==> src/rtl/con_ff_param.sv <==
// con_ff_param: registered branch-condition flop with valid/ack handshake.
// Optional saturating statistics counters built when CON_STATS_EN is defined.
`timescale 1ns/1ps
module con_ff_param #(
  parameter int DATA_W   = 32,
  parameter int IR_W     = 32,
  parameter int COND_LSB = 19,
  parameter int COND_W   = 2,
  parameter int STAT_W   = 16
) (
  input  logic              clock,
  input  logic              reset_n,
  input  logic [IR_W-1:0]   ir,
  input  logic [DATA_W-1:0] bus_in,
  input  logic              con_in,
  input  logic              con_ack,
  output logic              con_out,
  output logic              con_valid
`ifdef CON_STATS_EN
  ,
  input  logic              stat_clr,
  output logic [STAT_W-1:0] eval_count,
  output logic [STAT_W-1:0] taken_count
`endif
);

  generate
    if ((COND_W != 2 && COND_W != 3) ||
        (COND_LSB + COND_W > IR_W)) begin : g_cfg_err
      $error("con_ff_param: illegal COND_W/COND_LSB/IR_W");
    end
  endgenerate

  typedef enum logic {IDLE, HOLD} state_t;

  state_t     state;
  logic [2:0] code;
  logic       z;
  logic       s;
  logic       eval;
  logic       unused_ir;

  // Only the condition field of ir is decoded.
  assign unused_ir = ^ir;

  // Field is zero-extended so a 2-bit field always lands in the legacy set.
  always_comb begin
    code = '0;
    code[COND_W-1:0] = ir[COND_LSB +: COND_W];
  end

  // Flag generation and condition decode.
  always_comb begin
    z    = (bus_in == '0);
    s    = bus_in[DATA_W-1];
    eval = 1'b0;
    unique case (code)
      3'b000: eval = z;
      3'b001: eval = !z;
      3'b010: eval = !s;
      3'b011: eval = s;
      3'b100: eval = 1'b1;
      3'b101: eval = 1'b0;
      3'b110: eval = !s && !z;
      3'b111: eval = s || z;
    endcase
  end

  // Capture/consume FSM; a new capture always wins over an ack.
  always_ff @(posedge clock or negedge reset_n) begin
    if (!reset_n) begin
      state     <= IDLE;
      con_out   <= 1'b0;
      con_valid <= 1'b0;
    end else begin
      unique case (state)
        IDLE: begin
          if (con_in) begin
            con_out   <= eval;
            con_valid <= 1'b1;
            state     <= HOLD;
          end
        end
        HOLD: begin
          if (con_in) begin
            con_out   <= eval;
            con_valid <= 1'b1;
          end else if (con_ack) begin
            con_valid <= 1'b0;
            state     <= IDLE;
          end
        end
      endcase
    end
  end

`ifdef CON_STATS_EN
  // Saturating capture/taken counters; clear beats a same-cycle capture.
  always_ff @(posedge clock or negedge reset_n) begin
    if (!reset_n) begin
      eval_count  <= '0;
      taken_count <= '0;
    end else if (stat_clr) begin
      eval_count  <= '0;
      taken_count <= '0;
    end else if (con_in) begin
      if (eval_count != '1)
        eval_count <= eval_count + 1'b1;
      if (eval && taken_count != '1)
        taken_count <= taken_count + 1'b1;
    end
  end
`endif

endmodule

==> config.mk <==
export PLATFORM = sky130hd
export DESIGN_NAME = con_ff_param
export DESIGN_NICKNAME = d
export VERILOG_FILES = /design/src/rtl/con_ff_param.sv
export SDC_FILE = /design/constraint.sdc
export NUM_CORES = 1
export LEC_CHECK = 0
export BUFFER_PORTS_ARGS = -buffer_cell sky130_fd_sc_hd__buf_2
export CORE_AREA = 2 2 40 42
export DETAILED_ROUTE_END_ITERATION = 8
export DIE_AREA = 0 0 42 44
export PLACE_DENSITY = 0.71
export SLEW_MARGIN = 0
export SYNTH_ARGS = -nofsm -noshare
export SYNTH_HDL_FRONTEND = slang
export SYNTH_SLANG_ARGS = --single-unit
==> constraint.sdc <==
create_clock -name clock -period 1.06 [get_ports clock]
set_clock_uncertainty 0.15 [all_clocks]
set_input_delay 0.053 -clock clock [delete_from_list [all_inputs] [get_ports clock]]
set_output_delay 0.053 -clock clock [all_outputs]
set_load 0.03 [all_outputs]
==> key figures, run 1 <==
Global route
  – GRT Resource Usage Total: 0.111
  – GRT met3 Usage: 0.0417
  – Vias in the first global route: 426
  – Global-route wire length before repair: 1530 um
  – Most Crowded Layer GR: met2
  – Pin count of the biggest net entering global routing: 4
  – GRT overflow: 0
  – GR Layer Usage met1: 0.111
  – Met2 usage: 0.194
  – Initial antenna violation count: 0

Clocking
  – Skew-Pair Late Insertion Delay: 230 ps
  – H-tree Lvls: 1
  – Clk Tree Root Cell: clkbuf_4
  – CTS Buffer Depth: 2
  – CTS tree: done
  – TritonCTS buffer count: 3
  – # clock sinks: 3
  – Reg clk slew, reported paths: 40 ps

Final layout
  – Layout cell share with drive strength beyond 1: 0.671
  – Number of fill cells in the layout: 154
  – # diodes: 0
  – Nets: 148
  – Fin area: 614 um2
  – Register area: 76.3 um2
  – Multi-input gate area: 195 um2
  – Synthesis-to-layout area growth: 176%
  – Non-filler cells, final: 95

Route
  – Iteration-0 DRC Markers: 1
  – Number of remaining DRC errors: 0
  – Routed vias: 423
  – DRT antenna net count: 0
  – Via density per instance: 4.45
  – Wirelength per Cell: 9.16 um
  – 1st-pass router iterations: 2
  – WL final: 870 um

Timing
  – Setup ws final: -10.3 ps
  – Final Slew Violations: 0
  – # setup viols final: 1
  – Final Hold Vio Count: 0
  – RSZ-0062 raised after global routing: yes
  – Fin crit period: 1070 ps
  – Hold slack: 13.2 ps
  – Slew HR: 0.838
  – Fin crit share: 1.01
  – Slew @ Worst Pin: 240 ps
  – FMAX: 0.934 GHz

Placement
  – DP Area: 494 um2
  – DP Cell Count: 86
  – GP Congestion: 0.657
  – Pre-CTS WS: -283 ps
  – Count of input and output buffers: 39
  – HPWL Detailed: 763 um

Synthesis
  – Mapped Nets: 97
  – Synth area leader: dfrtp_1
  – Top cells by area, synth: dfrtp_1, nor4_1, nand2_1
  – Synth Warn #: 0
  – FF+latch count, synth: 3
  – Cell count after synthesis: 29
  – Area share of the largest cell type after synthesis: 0.337
  – Sequential share of the synthesized area: 0.337
  – Mapped Avg Cell Area: 7.68 um2
  – Cell area after synthesis: 223 um2
  – Yosys cell types: 15

Floorplan
  – Area of the core: 0.00142 mm2
  – Starting Density: 0.157
  – I/O Pins: 70
  – Die area: 0.00185 mm2
  – # rows: 14
  – Die height: 44 um
  – Die X: 42 um

Critical path
  – CP Capture Type: register
  – Critical path peak fanout: 2
  – Critical Path AT: 1090 ps
  – Req. time, crit path: 1080 ps
  – Worst path buffer plus inverter count: 1
  – CP Cell Sequence: buf_6 -> nor4_4 -> nand2_1 -> or4_1 -> nand3_1
  – Critical Path Source Type: primary input
  – Max stage delay on crit path: 520 ps
  – Worst Path Class, Setup: primary input to register
  – Cell family with most CP delay: simple AND/OR/NAND/NOR gates
  – CP max stage cell: or4_1

Run status
  – Failing checks: negative setup slack
  – Status: finished, violations left

Power and ir drop
  – Leakage: 0.294 nW
  – Total Power: 0.500 mW
  – PD cells: 815 mW/mm2
  – Peak supply drop: 325 uV

Worst hold path
  – Hold Crit Class: primary input to register

Job
  – MaxCap Viol Count: 0
-- path summary, 6_finish.rpt --
| path | from | endpoint | slack [ps] | depth (start not counted) |
|---|---|---|---|---|
| setup reg to reg | con_out | con_out | 30 | 2 |
| max in group asynchronous | reset_n | con_out | 50 | 3 |
| min in group asynchronous | reset_n | state | 550 | 3 |
| hold reg to reg | con_valid | con_valid | 330 | 2 |
| hold / removal | bus_in[15] | con_out | 10 | 5 |
| setup / recovery | bus_in[19] | con_out | -10 | 5 |
-- synth_stat cells --
master	instances
nand4_1	1
nor3_1	1
nor4_1	6
dfrtp_1	3
or2b_1	1
nor2_1	2
nand2_1	4
o21ai_0	2
nand3_1	2
or4_1	1
and3_1	1
inv_1	2
a221oi_1	1
nand2b_1	1
nor4_2	1
-- state kept, by name (all words and copies together) (netlist names) --
register	cells
con_out	1
con_valid	1
state	1
-- cells by family after synthesis --
kind of cell	after synthesis	synth area share
AND/OR/NAND/NOR	21	0.545
flip-flops	3	0.337
AO/OA/AOI/OAI	3	0.0843
buffers and inverters	2	0.0337
-- repair_timing --
item	CTS	global route
setup buffers	0	1
resized for setup	4	3
pin swaps	1	4
setup endpoints to repair	1	1
hold buffers	4	0
hold endpoints to repair	5	0
-- worst min-delay path: stages --
cell     delay (ps)
buf_2            70
nor2_1           30
nand2_1          60
o21ai_0          70
nand3_1          70
-- where the power goes --
group | total, mW | leakage (nW) | internal (mW) | switching [mW]
logic | 0.168 | 0.247 | 0.0982 | 0.0697
registers | 0.132 | 0.0316 | 0.126 | 0.00599
clock network | 0.200 | 0.0150 | 0.141 | 0.0592
-- layout by cell type (no fill, tap or decap), drive strengths merged --
| master | count |
|---|---|
| buf | 42 |
| nor4 | 7 |
| nand2 | 4 |
| dlygate4sd3 | 4 |
| clkbuf | 4 |
| dfrtp | 3 |
| inv | 2 |
| o21ai | 2 |
| nor2 | 2 |
| nand3 | 2 |
| nand4 | 1 |
| or2b | 1 |
| and3 | 1 |
| nor3 | 1 |
| nand2b | 1 |
| or4 | 1 |
| a221oi | 1 |
-- per-layer routing --
| metal | vias to the layer above | wire length [um] |
|---|---|---|
| met5 | - | 0 |
| met4 | 0 | 0 |
| met3 | 0 | 90 |
| met2 | 24 | 461 |
| met1 | 186 | 317 |
| li1 | 213 | - |
-- layout make-up --
cell class,count,area share
well taps,16,0.0326
multi-input cells,24,0.318
flip-flops and latches,3,0.124
clock buffers,4,0.0428
repair buffers,46,0.470
inverters,2,0.0122
-- through the flow --
step,TNS (ps),util
floorplan,-84.0,-
global placement,-229,0.348
detailed placement,-283,0.348
CTS,-10.9,0.413
global route,-59.0,0.433
finish,-10.3,0.433
(Power assumes the default switching activity.)
==> run 2, diff against run 1 <==
--- a/config.mk
+++ b/config.mk
@@ -10,6 +10,7 @@
 export DETAILED_ROUTE_END_ITERATION = 8
 export DIE_AREA = 0 0 42 44
 export PLACE_DENSITY = 0.71
+export SKIP_LAST_GASP = 1
 export SLEW_MARGIN = 0
 export SYNTH_ARGS = -nofsm -noshare
 export SYNTH_HDL_FRONTEND = slang
==> run 2 against run 1 <==
The flow still finishes with violations (negative setup slack). Via count shrank 0.47%. Non-clock buffer count unchanged. Final cell count is the same. Routed wire length down 0.92%. Design area fell by 3.1%. Sequential share of layout area rose by 0.39 points. Hold slack about the same. Clock power is essentially flat.
==> key figures, run 2 (same netlist as run 1, synthesis figures left out) <==
Clocking
  – TritonCTS buffer count: 3
  – H-tree Lvls: 1
  – Reg clk slew, reported paths: 40 ps
  – CTS tree: done
  – # clock sinks: 3
  – CTS Buffer Depth: 2
  – Skew-Pair Late Insertion Delay: 230 ps
  – Clk Tree Root Cell: clkbuf_4

Timing
  – Setup TNS: -17.5 ps
  – Slew @ Worst Pin: 240 ps
  – # setup viols final: 1
  – Fin crit share: 1.02
  – Final Slew Violations: 0
  – Slew HR: 0.838
  – Final Hold Vio Count: 0
  – Fin crit period: 1080 ps
  – FMAX: 0.928 GHz
  – Setup ws final: -17.5 ps
  – RSZ-0062 raised after global routing: yes

Final layout
  – Final Core Density: 0.420
  – Layout cell share with drive strength beyond 1: 0.671
  – Largest regs: con_out x1, con_valid x1, state x1
  – Number of fill cells in the layout: 157
  – Commonest non-fill, non-tap cell in the layout: buf_2
  – Synthesis-to-layout area growth: 167%
  – Commonest non-fill, non-tap cells in the layout: buf_2, nand2_1, nor4_2, dlygate4sd3_1
  – Nets: 148
  – # diodes: 0

Route
  – Iteration-0 DRC Markers: 1
  – Met2 wire length: 451 um
  – Top sig layer: met3
  – DRT antenna net count: 0
  – Wirelength per Cell: 9.07 um
  – Met3 WL: 94 um
  – Routed vias: 421
  – 1st-pass router iterations: 2
  – Number of remaining DRC errors: 0
  – Via density per instance: 4.43
  – WL final: 862 um
  – M1 wire length: 316 um

Power and ir drop
  – Leakage: 0.288 nW
  – PD cells: 829 mW/mm2
  – Total Power: 0.494 mW
  – Peak supply drop: 324 uV

Critical path
  – CP Capture Type: register
  – Critical path endpoint: con_out
  – Critical path peak fanout: 2
  – Critical Path Source Type: primary input
  – Worst r2r path cells: 2
  – Req. time, crit path: 1080 ps
  – Critical Path AT: 1090 ps
  – Worst Path Class, Setup: primary input to register
  – RR Endpoint: con_out
  – Flop2flop setup slack: 30 ps
  – Worst setup path start: bus_in[25]
  – Reg-to-Reg Start: con_out

Global route
  – Global-route wire length before repair: 1520 um
  – Initial antenna violation count: 0
  – GRT Resource Usage Total: 0.111
  – Pin count of the biggest net entering global routing: 4
  – GRT overflow: 0
  – Vias in the first global route: 415

Worst hold path
  – Hold Crit Class: primary input to register
  – WHS Path Cells: 5

Floorplan
  – Die height: 44 um
  – # rows: 14
  – I/O Pins: 70
  – Starting Density: 0.157
  – Die area: 0.00185 mm2
  – Die X: 42 um
  – Area of the core: 0.00142 mm2

Placement
  – HPWL Detailed: 763 um
  – Count of input and output buffers: 39
  – GP Congestion: 0.657

Run status
  – Failing checks: negative setup slack
  – Status: finished, violations left

Job
  – MaxCap Viol Count: 0
-- run 2: worst min-delay path by stage --
| stage | end | slack (ps) | startpoint |
|---|---|---|---|
| after detailed placement | con_valid | -300 | reset_n |
| after floorplan | con_out | -390 | reset_n |
| after global routing | con_out | 20 | bus_in[15] |
| after global placement | con_valid | -300 | reset_n |
| after CTS | con_out | 20 | con_in |
| final | con_out | 10 | bus_in[15] |
-- run 2: metrics by stage --
step / instances / cell area, um2 / setup WS, ps / hold slack, ps
after floorplan: 29 / 264 / -84.0 / -393
after global placement: 86 / 494 / -229 / -299
after detailed placement: 86 / 494 / -283 / -295
after CTS: 94 / 561 / -34.5 / 17.6
after global routing: 95 / 596 / -59.0 / 21.8
final: 95 / 596 / -17.5 / 13.4
-- run 2: what timing repair did --
action	4_1_cts	5_1_grt
endpoints found under the hold margin	5	0
resized for setup	0	4
setup buffers	0	1
hold buffers	4	0
setup endpoints to repair	1	1
pin swaps	1	5
-- run 2: layout make-up --
type                            count  area, um2  share of cell area
Sequential cell                     3       76.3               0.128
Tap cell                           16       20.0              0.0336
Inverter                            2       7.51              0.0126
Multi-Input combinational cell     24        195               0.328
Timing Repair Buffer               46        270               0.454
Clock buffer                        4       26.3              0.0441
-- run 2: critical path: stages --
cell and delay [ps]:
buf_2 110, nor4_4 250, nand3_1 110, or4_1 480, nand3_1 80
-- run 2: power breakdown --
group,internal [mW],switching [mW],leakage (nW)
clock,0.141,0.0592,0.0150
sequential,0.126,0.00599,0.0316
combinational,0.0914,0.0695,0.241
total,0.359,0.135,0.288
-- run 2: routing by layer --
layer	vias up	GRT usage
met3	0	0.0417
met2	24	0.188
met5	-	0
li1	213	-
met4	0	0.0774
met1	184	0.113
==> run 3, diff against run 2 <==
--- a/config.mk
+++ b/config.mk
@@ -10,6 +10,7 @@
 export DETAILED_ROUTE_END_ITERATION = 8
 export DIE_AREA = 0 0 42 44
 export PLACE_DENSITY = 0.71
+export SETUP_SLACK_MARGIN = 0.05
 export SKIP_LAST_GASP = 1
 export SLEW_MARGIN = 0
 export SYNTH_ARGS = -nofsm -noshare
==> constraint.sdc (replaced) <==
create_clock -name clock -period 1.06 [get_ports clock]
set_clock_uncertainty 0.15 [all_clocks]
set_input_delay 0.106 -clock clock [delete_from_list [all_inputs] [get_ports clock]]
set_output_delay 0.106 -clock clock [all_outputs]
set_load 0.03 [all_outputs]
==> run 3 against run 2 <==
The run still ends with negative setup slack left. Final cell count fell by 4.2%. Hold slack improved by 31 ps. Setup slack worse by 49 ps. Power shrank 0.72%. First-iteration DRC count rose to 3.0 times the previous value. Combinational power decreased by 6%. Maximum frequency down 4.3%. Sequential power is essentially flat. Critical path depth did not move. Design area shrank 8.2%.
==> key figures, run 3 (same netlist as run 1, synthesis figures left out) <==
Run status
  – Status: finished, violations left
  – Failing checks: negative setup slack

Global route
  – Initial antenna violation count: 0
  – GRT overflow: 0
  – Pin count of the biggest net entering global routing: 4
  – Global-route wire length before repair: 1460 um
  – Vias in the first global route: 403
  – GRT Resource Usage Total: 0.105

Timing
  – Final Slew Violations: 0
  – Slew HR: 0.848
  – Setup ws final: -66.5 ps
  – # setup viols final: 1
  – RSZ-0062 raised after global routing: yes
  – Slew @ Worst Pin: 226 ps
  – Fin crit period: 1130 ps
  – FMAX: 0.888 GHz
  – Hold slack: 44.7 ps
  – Final Hold Vio Count: 0
  – Fin crit share: 1.06

Clocking
  – Post-CTS setup buffers: 0
  – Skew-Pair Late Insertion Delay: 240 ps
  – CTS tree: done
  – Clk Tree Root Cell: clkbuf_4
  – Reg clk slew, reported paths: 40 ps
  – TritonCTS buffer count: 3
  – # clock sinks: 3
  – H-tree Lvls: 1
  – CTS Buffer Depth: 2

Floorplan
  – # rows: 14
  – Area of the core: 0.00142 mm2
  – Starting Density: 0.157
  – Die X: 42 um
  – Die height: 44 um
  – Die area: 0.00185 mm2
  – I/O Pins: 70

Critical path
  – Critical Path AT: 1150 ps
  – Critical path peak fanout: 2
  – Worst Path Class, Setup: primary input to register
  – Req. time, crit path: 1080 ps
  – CP Capture Type: register
  – Critical Path Source Type: primary input

Final layout
  – Commonest non-fill, non-tap cells in the layout: buf_2, nor4_2, nand2_1
  – Synthesis-to-layout area growth: 146%
  – Layout cell share with drive strength beyond 1: 0.640
  – Largest regs: con_out x1, con_valid x1, state x1
  – Final Core Density: 0.385
  – # diodes: 0
  – Non-filler cells, final: 91
  – Nets: 144
  – Commonest non-fill, non-tap cell in the layout: buf_2

Route
  – DRT antenna net count: 0
  – Routed vias: 409
  – 1st-pass router iterations: 2
  – WL final: 785 um
  – Number of remaining DRC errors: 0
  – Iteration-0 DRC Markers: 3
  – Via density per instance: 4.49
  – Wirelength per Cell: 8.63 um

Power and ir drop
  – Leakage: 0.270 nW
  – PD cells: 896 mW/mm2
  – Peak supply drop: 264 uV

Worst hold path
  – Hold Crit Class: primary input to async pin

Placement
  – Count of input and output buffers: 39
  – Pre-CTS WS: -314 ps
  – GP Congestion: 0.672
  – DP Cell Count: 84

Job
  – MaxCap Viol Count: 0
[run 3: cell types whose count changed in the layout (fill, tap and decap cells not counted), sizes merged]
cell	change
buf	-3
dlygate4sd3	-1
[run 3: power by group]
group          total (mW)  internal (mW)  leakage [nW]  switching [mW]
registers           0.133          0.125        0.0325         0.00709
clock network       0.205          0.141        0.0150          0.0640
logic               0.152         0.0881         0.222          0.0640
[run 3: critical path: stages]
cell	delay [ps]
buf_2	110
nor4_4	260
nand3_1	120
or4_1	480
nand3_1	80
[run 3: routing by layer]
layer	wire length (um)	track usage
met3	102	0.0458
met4	17	0.0774
met5	0	0
met2	385	0.178
met1	279	0.103
[run 3: cell type report]
| class | instances | area, um2 |
|---|---|---|
| inverters | 2 | 7.51 |
| fillers | 159 | 872 |
| clock buffers | 4 | 26.3 |
| multi-input cells | 24 | 180 |
| well taps | 16 | 20.0 |
| flip-flops and latches | 3 | 75.1 |
| repair buffers | 42 | 238 |
[run 3: what timing repair did]
item,4_1_cts,5_1_grt
resized for setup,4,0
pin swaps,0,1
hold buffers,3,0
setup endpoints to repair,3,3
cloned,0,0
endpoints found under the hold margin,5,0
[run 3: final timing paths]
path / startpoint / end / slack [ps] / cells after the start
max: bus_in[25] / con_out / -70 / 5
min: reset_n / state / 40 / 2
max reg2reg: con_out / con_out / 0 / 2
min reg2reg: con_valid / con_valid / 340 / 2
max in group asynchronous: reset_n / con_valid / 610 / 2
min in group clock: con_in / con_out / 70 / 4
[run 3: stage by stage]
step | TNS, ps | total power, mW | area, um2
final | -66.5 | 0.490 | 547
after global routing | -132 | 0.543 | 547
after CTS | -62.5 | 0.504 | 547
after detailed placement | -314 | 0.269 | 478
after global placement | -289 | 0.266 | 478
after floorplan | -134 | 0.176 | 263
